===== src/rtl/ld_cell_sampler.sv =====
// Load-cell sampler: each period it converts the left then the right load cell
// through the A2D handshake and low-pass filters both readings.
//
// state  | meaning
// IDLE   | waiting for the period counter to roll over
// REQ_L  | issue strt_cnv on the left channel, arm timeout
// WAIT_L | wait for cnv_cmplt on the left channel or timeout
// REQ_R  | issue strt_cnv on the right channel, arm timeout
// WAIT_R | wait for cnv_cmplt on the right channel or timeout
// UPD    | load or filter both outputs, clear a2d_err, pulse ld_vld
module ld_cell_sampler #(
  parameter logic [2:0] CHNL_LFT  = 3'd0,
  parameter logic [2:0] CHNL_RGHT = 3'd4,
  parameter bit         fast_sim  = 1'b0,
  parameter int         TMO_CYC   = 256
) (
  input  logic        clk,
  input  logic        rst,
  output logic        strt_cnv,
  output logic [2:0]  chnnl,
  input  logic        cnv_cmplt,
  input  logic [11:0] res,
  output logic [11:0] lft_ld,
  output logic [11:0] rght_ld,
  output logic        ld_vld,
  output logic        a2d_err
);

  localparam int PW = fast_sim ? 10 : 20;
  localparam int TW = (TMO_CYC > 2) ? $clog2(TMO_CYC) : 1;
  localparam logic [TW-1:0] TMO_LD = TW'(TMO_CYC - 1);

  typedef enum logic [2:0] {
    IDLE   = 3'd0,
    REQ_L  = 3'd1,
    WAIT_L = 3'd2,
    REQ_R  = 3'd3,
    WAIT_R = 3'd4,
    UPD    = 3'd5
  } state_t;

  state_t        state;
  logic [PW-1:0] prd_cnt;
  logic [TW-1:0] tmo_cnt;
  logic [11:0]   sample_l;
  logic [11:0]   sample_r;
  logic          primed;
  logic          rnd_trig;

  // 1/4-weight exponential average with rounding; 14 bits cannot overflow
  function automatic logic [11:0] lp_filt(input logic [11:0] prev, input logic [11:0] smpl);
    logic [13:0] acc;
    acc = {2'b00, prev} + {2'b00, prev} + {2'b00, prev} + {2'b00, smpl} + 14'd2;
    return acc[13:2];
  endfunction

  always_ff @(posedge clk or posedge rst) begin
    if (rst) prd_cnt <= '0;
    else     prd_cnt <= prd_cnt + 1'b1;
  end

  assign rnd_trig = &prd_cnt;

  always_ff @(posedge clk or posedge rst) begin
    if (rst) begin
      state    <= IDLE;
      strt_cnv <= 1'b0;
      chnnl    <= CHNL_LFT;
      tmo_cnt  <= '0;
      sample_l <= '0;
      sample_r <= '0;
      primed   <= 1'b0;
      lft_ld   <= '0;
      rght_ld  <= '0;
      ld_vld   <= 1'b0;
      a2d_err  <= 1'b0;
    end else begin
      strt_cnv <= 1'b0;
      ld_vld   <= 1'b0;
      case (state)
        IDLE: if (rnd_trig) state <= REQ_L;
        REQ_L: begin
          strt_cnv <= 1'b1;
          chnnl    <= CHNL_LFT;
          tmo_cnt  <= TMO_LD;
          state    <= WAIT_L;
        end
        // completion wins over a timeout landing in the same cycle
        WAIT_L: begin
          if (cnv_cmplt) begin
            sample_l <= res;
            state    <= REQ_R;
          end else if (tmo_cnt == '0) begin
            a2d_err <= 1'b1;
            state   <= IDLE;
          end else begin
            tmo_cnt <= tmo_cnt - 1'b1;
          end
        end
        REQ_R: begin
          strt_cnv <= 1'b1;
          chnnl    <= CHNL_RGHT;
          tmo_cnt  <= TMO_LD;
          state    <= WAIT_R;
        end
        WAIT_R: begin
          if (cnv_cmplt) begin
            sample_r <= res;
            state    <= UPD;
          end else if (tmo_cnt == '0) begin
            a2d_err <= 1'b1;
            state   <= IDLE;
          end else begin
            tmo_cnt <= tmo_cnt - 1'b1;
          end
        end
        UPD: begin
          if (!primed) begin
            lft_ld  <= sample_l;
            rght_ld <= sample_r;
            primed  <= 1'b1;
          end else begin
            lft_ld  <= lp_filt(lft_ld, sample_l);
            rght_ld <= lp_filt(rght_ld, sample_r);
          end
          a2d_err <= 1'b0;
          ld_vld  <= 1'b1;
          state   <= IDLE;
        end
        default: state <= IDLE;
      endcase
    end
  end

endmodule


===== config.mk =====
export PLATFORM = sky130hd
export DESIGN_NAME = ld_cell_sampler
export DESIGN_NICKNAME = d
export VERILOG_FILES = /design/src/rtl/ld_cell_sampler.sv
export SDC_FILE = /design/constraint.sdc
export NUM_CORES = 1
export LEC_CHECK = 0
export BUFFER_PORTS_ARGS = -buffer_cell sky130_fd_sc_hd__buf_2
export CAP_MARGIN = 20
export CORE_MARGIN = 1
export CORE_UTILIZATION = 45
export DETAILED_ROUTE_END_ITERATION = 8
export PLACE_DENSITY = 0.74
export SETUP_SLACK_MARGIN = 0.4
export SLEW_MARGIN = 20
export SYNTH_ARGS = -nofsm -noshare
export SYNTH_HDL_FRONTEND = slang
export SYNTH_SLANG_ARGS = --single-unit

===== constraint.sdc =====
create_clock -name clk -period 4.2 [get_ports clk]
set_clock_uncertainty 0.05 [all_clocks]
set_input_delay 0.63 -clock clk [delete_from_list [all_inputs] [get_ports clk]]
set_output_delay 0.63 -clock clk [all_outputs]
set_load 0.02 [all_outputs]

# After elaboration in Yosys (flattened, before gate mapping)
# Cells that the tools add are included.
# totals
reg_bits	86
input_bits	15
output_inout_bits	30
elab_cells	59
# classes
addsub	10
eq_ne	9
muxes	16
n_reduce_logical	12
# op_table
operator	count
13-bit by 12-bit adder with 14-bit output	2
14-bit by 12-bit adder with 14-bit output	2
14-bit by 2-bit adder with 14-bit output, second input constant	2
12-bit by 12-bit adder with 13-bit output	2
12-bit two-way mux	2
20-bit by 1-bit adder with 20-bit output, second input constant	1
20-bit AND reduction	1
8-bit two-way mux	2
8-bit case mux with 2 select lines	1
3-bit case mux with 5 select lines	1
3-bit two-way mux	4
8-bit logical NOT	1
8-bit by 1-bit subtractor with 8-bit output, second input constant	1
3-bit by 2-bit == test with 1-bit output, second input constant	2
3-bit == test, second input constant	2
2-bit inequality test, second input constant	3
3-bit case mux with 2 select lines	1
3-bit AND reduction	2
2-bit nonzero test	3
1-bit two-way mux	4
2-bit AND reduction	2
2-bit OR reduction	2
3-bit by 1-bit == test with 1-bit output, second input constant	1
3-bit logical NOT	1
other kinds (2)	2

# Logic depth before layout (Yosys ltp)
# Gate-level depths: netlist of the first run.
# logic_depth
depth_word	5
mapped_depth	10
depth_no_buf	10

# Worst setup path before layout of the first run
# OpenSTA, ideal clock, no wires.
# synth_path
kind	reg2reg
from	register rght_ld[2]
to	register rght_ld[11]
setup_time_ns	0.124
arrival_time_ns	2.492
slack_ns	1.534
path_stages_with_launch	9
n_path_buf	0
synth_period_minus_slack_ns	2.666
path_cell_list	dfrtp_1 fa_1 ha_1 o21ai_0 nor3_1 a211oi_2 a211oi_1 o21a_1 o31a_1
# synth_between
elab_chain_len	5
# synth_rtl
element	line	source
from (decl)	24	output logic [11:0] rght_ld,
from (signal assigned)	120	rght_ld <= sample_r;
from (signal assigned)	124	rght_ld <= lp_filt(rght_ld, sample_r);
12-bit by 12-bit adder with 13-bit output	53	acc = {2'b00, prev} + {2'b00, prev} + {2'b00, prev} + {2'b00, smpl} + 14'd2;
13-bit by 12-bit adder with 14-bit output (*)	53	
14-bit by 12-bit adder with 14-bit output (*)	53	
14-bit by 2-bit adder with 14-bit output (*)	53	
12-bit two-way mux (*)	118	if (!primed) begin
# Every way passes the cells marked *; elsewhere a longest branch is shown, timed or not.
# A chain may end at the register's enable or synchronous reset.

# Final worst setup path of the first run
# layout_path
from	register rght_ld[1]
to	register rght_ld[11]
# Same word-level chain as after synthesis.

==> results of run 1 <==
cell families after synthesis:
group	count (synthesis)	share of synthesized area
buffers and inverters	41	0.0353
AO/OA/AOI/OAI	92	0.118
multiplexers	31	0.0676
XOR/XNOR	36	0.0626
adder cells (fa/ha/maj)	50	0.154
flip-flops	84	0.418
AND/OR/NAND/NOR	138	0.144
other	1	0.000745
per-layer routing:
metal	GRT usage	wire (µm)	vias to the layer above
met5	0	0	-
met4	0.0538	104	0
met2	0.311	4740	67
met3	0.0630	584	8
met1	0.239	4410	1771
li1	-	-	1731
stage by stage:
step	setup slack, ns	util	total power [W]	hold slack [ns]	cell area (µm²)
after floorplan	1.35	-	0.000869	0.384	5040
after CTS	1.37	0.513	0.00154	0.361	5590
after detailed placement	1.40	0.493	0.000887	0.405	5370
after global placement	1.46	0.493	0.000885	0.404	5370
after global routing	1.16	0.513	0.00157	0.411	5590
final	1.37	0.514	0.00152	0.341	5590
cells in the mapped netlist (all sizes together), types with 14 or more instances:
cell   count
nor2      22
o21ai     17
nand2     40
ha        30
nand3     14
a21oi     38
fa        20
inv       24
dfrtp     84
and3      18
mux2      24
xnor2     26
final cells by class:
class	instances	share of cell area
flip-flops and latches	84	0.376
repair buffers	45	0.0416
clock buffers	10	0.0246
well taps	140	0.0313
diodes	1	0.000447
inverters	24	0.0163
clock inverters	6	0.0157
multi-input cells	349	0.494
worst max path at each step:
stage | startpoint | to | slack (ns) | cells after the start
finish | rght_ld[1]$_DFFE_PP0P_ | rght_ld[11]$_DFFE_PP0P_ | 1.37 | 8
global route | rght_ld[2]$_DFFE_PP0P_ | rght_ld[11]$_DFFE_PP0P_ | 1.16 | 8
CTS | rght_ld[1]$_DFFE_PP0P_ | rght_ld[11]$_DFFE_PP0P_ | 1.37 | 8
detailed placement | rght_ld[1]$_DFFE_PP0P_ | rght_ld[11]$_DFFE_PP0P_ | 1.40 | 8
global placement | rght_ld[1]$_DFFE_PP0P_ | rght_ld[11]$_DFFE_PP0P_ | 1.46 | 8
floorplan | rst | a2d_err$_DFFE_PP0P_ | 1.35 | 1
state kept, by name (all words and copies together) (netlist names):
| register | cells |
|---|---|
| rght_ld | 12 |
| ld_vld | 1 |
| sample_r | 12 |
| state | 3 |
| tmo_cnt | 8 |
| sample_l | 12 |
| a2d_err | 1 |
| chnnl | 1 |
| lft_ld | 12 |
| prd_cnt | 20 |
| strt_cnv | 1 |
| primed | 1 |
placed cells by master, fill, tap and decap left out, types with 17 or more instances in the layout:
| master | instances |
|---|---|
| ha_1 | 30 |
| inv_1 | 23 |
| xnor2_1 | 26 |
| fa_1 | 20 |
| nand2_1 | 40 |
| mux2_2 | 24 |
| dfrtp_1 | 84 |
| buf_2 | 42 |
| and3_1 | 18 |
| a21oi_1 | 37 |
| o21ai_0 | 17 |
| nor2_1 | 21 |
report_power, final:
group	leakage, nW	switching (W)	total (W)	internal [W]
sequential	1.10	0.00000570	0.000820	0.000814
clock	0.105	0.000299	0.000648	0.000350
combinational	1.64	0.0000316	0.0000501	0.0000185
==> metrics.csv, run 1 <==
metric,value,unit
R2R cell count,8,
CTS tree,yes,
CP Launch Type,flop,
synthesized area,5030,µm²
Reg area,2100,µm²
CTS max path bufs,2,
postcts setup bufs,0,
Critical-path top delay cell,fa_1,
filler cell count,983,
Placer Congestion,0.837,
Setup Crit Path Kind,reg2reg,
worst-path maximum fanout,4,
post-DP HPWL,7240,µm
clk sinks,84,
gr usage total,0.190,
PwrDens,271,nW/µm²
Synth Flop Type,dfrtp_1,
min Tclk post-route,2.83,ns
Rows,38,
# IOs,45,
TritonCTS buffer count,9,
outcome,finished clean,
Max Cap Violations,0,
detailed-route via count,3577,
First-pass DRT Iterations,4,
main area contributors after synthesis,"dfrtp_1 42%, fa_1 8.0%, ha_1 7.5%, mux2_2 5.4%, xnor2_1 4.5%",
post-route ant nets,0,
RSZ-0062 raised after global routing,false,
Synth area leader,dfrtp_1,
H-tree depth,3,
hold buffer count at CTS,0,
flip-flop and latch count after synthesis,84,
drt total wl,9850,µm
f_max,0.353,GHz
vias per std cell,5.43,
Syn. warnings,0,
peak supply drop,0.288,mV
die height,108,µm
vias in the first global route,3629,
Worst-path clk slew,0.09,ns
Synth cell types,56,
"Avg Cell Area, Syn",10.6,µm²
Worst slew margin,0.451,
nets,578,
worst skew pair latency,0.37,ns
hold crit path type,in2async,
DP Cell Count,642,
sequential fraction of the synthesis area,0.418,
top cell type's share of synthesized area,0.418,
Final Instance Count excl. Fillers,659,
Mapped Cells,473,
"Hold Vio Cnt, Final",0,
Starting DRT DRC Count,148,
largest net degree at the start of global routing,49,
CP Data Arrival Time,3.04,ns
Worst R2R End,rght_ld[11]$_DFFE_PP0P_,
initial core utilization,0.462,
chip width,108,µm
P&R area growth vs syn,11.1,%
Lkg Pwr,2.85,nW
crit path cell chain,"fa_1, ha_1, o21ai_0, nor3_1, a211oi_2, a211oi_1, o21a_1, o31a_1",
"Largest stage delay, worst path",0.50,ns
period utilization,0.674,
"EDFF count, synth",0,
initial antenna violation count,1,
worst reg-to-reg setup slack,1.37,ns
core box area,10900,µm²
max-slew violations,0,
CTS resizes,0,
# setup viols final,0,
WL/cell,14.9,µm
drt drc,0,
layout cells sized above 1,0.185,
die footprint,11600,µm²
IO Port Bufs,42,
Critical Path RT,4.41,ns
WP buf/inv,0,
multi-input logic area,2760,µm²
"CP delay by family, top",compound AO/OA/AOI/OAI gates,
worst r2r src,rght_ld[1]$_DFFE_PP0P_,
worst-margin pin slew,0.823,ns
CP Capture Type,flop,
first-pass GRT wire length,17000,µm
grt total ovfl,0,
setup TNS,0,ns
CTS root buf,clkbuf_8,
asr flop ratio synth,1.00,
(Power assumes the default switching activity.)
==> run 2, diff against run 1 <==
- PLACE_DENSITY: 0.74 -> 0.77
- clock period: 4.2 -> 2.6 ns (I/O delays scaled with it)
==> metrics.csv, run 2 (synthesis gave the netlist of run 1 again) <==
metric,value,unit,change
Worst slew margin,0.602,,+0.151
Setup Crit Path Kind,reg2reg,,
Final WS setup,0.0660,ns,-1.30 ns
number of flip-flops in the largest register,20,,unchanged
drt drc,0,,unchanged
clk sinks,84,,unchanged
Max Cap Violations,0,,unchanged
First-pass DRT Iterations,4,,unchanged
Worst-path clk slew,0.08,ns,about the same
hold buffer count at CTS,0,,unchanged
H-tree depth,3,,unchanged
layout cells sized above 1,0.315,,+0.130
grt total ovfl,0,,unchanged
# setup viols final,0,,unchanged
initial antenna violation count,2,,+1
nets,603,,+4.3%
CP Capture Type,flop,,
CP Data Arrival Time,2.76,ns,-0.28 ns
Clock power frac,0.390,,-0.037
hold crit path type,in2async,,
CTS tree,yes,,
detailed-route via count,3707,,+3.6%
CP Launch Type,flop,,
Rows,38,,unchanged
max-slew violations,0,,unchanged
Lkg Pwr,2.99,nW,+5.0%
"Most flops, register",prd_cnt,,
die footprint,11600,µm²,unchanged
chip width,108,µm,unchanged
largest net degree at the start of global routing,85,,+73%
die height,108,µm,unchanged
internal power,0.00179,W,+52%
P&R area growth vs syn,21.3,%,
f_max,0.395,GHz,+12%
"Hold Vio Cnt, Final",0,,unchanged
Final Util,0.561,,+0.0469
Worst R2R End,rght_ld[10]$_DFFE_PP0P_,,
first-pass GRT wire length,18100,µm,+6.2%
Sw Ratio,0.230,,+0.00913
worst-margin pin slew,0.596,ns,-0.226 ns
RSZ-0062 raised after global routing,true,,
core box area,10900,µm²,unchanged
period utilization,0.975,,+0.300
vias in the first global route,3864,,+6.5%
initial core utilization,0.462,,unchanged
gr usage total,0.202,,+0.0118
vias per std cell,5.42,,-0.15%
P_sw,0.000537,W,+60%
CTS root buf,clkbuf_8,,
Flop pwr share,0.568,,+0.028
CTS max path bufs,2,,unchanged
worst skew pair latency,0.37,ns,about the same
worst reg-to-reg setup slack,0.07,ns,-1.30 ns
Critical Path RT,2.83,ns,-1.58 ns
TritonCTS buffer count,9,,unchanged
worst r2r src,rght_ld[4]$_DFFE_PP0P_,,
pre-CTS setup slack,0.0314,ns,-1.37 ns
min Tclk post-route,2.53,ns,-0.299 ns
Comb pwr share,0.041,,+0.008
outcome,finished clean,,
# IOs,45,,unchanged
PwrDens,382,nW/µm²,+41%
WL/cell,16.0,µm,+7.2%
most frequent cells in the layout,"72 x dfrtp_1, 42 x buf_2, 40 x nand2_1",,
drt total wl,11000,µm,+11%
Placer Congestion,0.832,,-0.56%
worst-path maximum fanout,4,,unchanged
Starting DRT DRC Count,131,,-11%
peak supply drop,0.317,mV,+9.8%
"leading cell type in the layout, fill and taps excluded",dfrtp_1,,
post-DP HPWL,7700,µm,+6.3%
post-route ant nets,0,,unchanged
IO Port Bufs,42,,unchanged
R2R cell count,9,,+1
## run 2: cell count changes in the layout (fill, tap and decap cells not counted), sizes merged
| cell | previous run | this run |
|---|---|---|
| clkinvlp | 3 | 2 |
| buf | 45 | 70 |
| bufinv | 2 | 1 |
| clkbuf | 10 | 11 |
| clkinv | 2 | 3 |
## run 2: worst max-delay path by stage
stage	cells past startpoint	to	start
floorplan	8	rght_ld[11]$_DFFE_PP0P_	rght_ld[2]$_DFFE_PP0P_
global placement	8	lft_ld[11]$_DFFE_PP0P_	lft_ld[3]$_DFFE_PP0P_
detailed placement	8	rght_ld[11]$_DFFE_PP0P_	rght_ld[2]$_DFFE_PP0P_
CTS	8	lft_ld[11]$_DFFE_PP0P_	lft_ld[3]$_DFFE_PP0P_
global route	9	rght_ld[10]$_DFFE_PP0P_	rght_ld[4]$_DFFE_PP0P_
finish	9	rght_ld[10]$_DFFE_PP0P_	rght_ld[4]$_DFFE_PP0P_
## run 2: power by group through the flow
stage | logic (W) | registers, W | clock network, W
2_1_floorplan | 0.0000590 | 0.00135 | 0
3_3_place_gp | 0.0000862 | 0.00135 | 0
3_5_place_dp | 0.0000899 | 0.00135 | 0
4_1_cts | 0.0000946 | 0.00132 | 0.000931
5_1_grt | 0.000109 | 0.00133 | 0.000985
6_report | 0.0000961 | 0.00132 | 0.000909
## run 2: final cells by class
| class | count | area, µm² |
|---|---|---|
| diodes | 1 | 2.50 |
| clock buffers | 11 | 131 |
| clock inverters | 5 | 52.6 |
| fillers | 936 | 4780 |
| inverters | 24 | 93.8 |
| multi-input cells | 349 | 3080 |
| flip-flops and latches | 84 | 2120 |
| well taps | 140 | 175 |
| repair buffers | 70 | 449 |
## run 2: worst max-delay path: stages (launching register included)
cell and delay (ns):
dfrtp_2 0.44, fa_1 0.54, ha_4 0.32, nand3_1 0.12
nor3_2 0.23, a211oi_2 0.05, buf_4 0.16, a211oi_4 0.26
nor3_1 0.08, o31ai_1 0.19
## run 2: what timing repair did
action / in CTS / in global routing
pin swaps: 16 / 32
gates resized for setup: 16 / 26
cloned: 0 / 0
setup endpoints to repair: 18 / 28
buffers inserted: 9 / 9
## run 2: stage by stage
stage | cells | setup TNS [ns] | hold WS, ns | instance area [µm²] | total power, W
floorplan | 474 | 0 | 0.384 | 5160 | 0.00141
global placement | 649 | 0 | 0.403 | 5550 | 0.00144
detailed placement | 649 | 0 | 0.403 | 5550 | 0.00144
CTS | 674 | 0 | 0.107 | 5890 | 0.00235
global route | 683 | -0.111 | 0.135 | 6100 | 0.00242
finish | 684 | 0 | 0.0998 | 6100 | 0.00233
## run 2: routing by layer
layer  GRT usage  vias up  wire (µm)
met1       0.247     1843       4760
met4      0.0616        2        153
met2       0.340       61       5510
li1            -     1782          -
met3      0.0623       19        512
met5           0        -         11
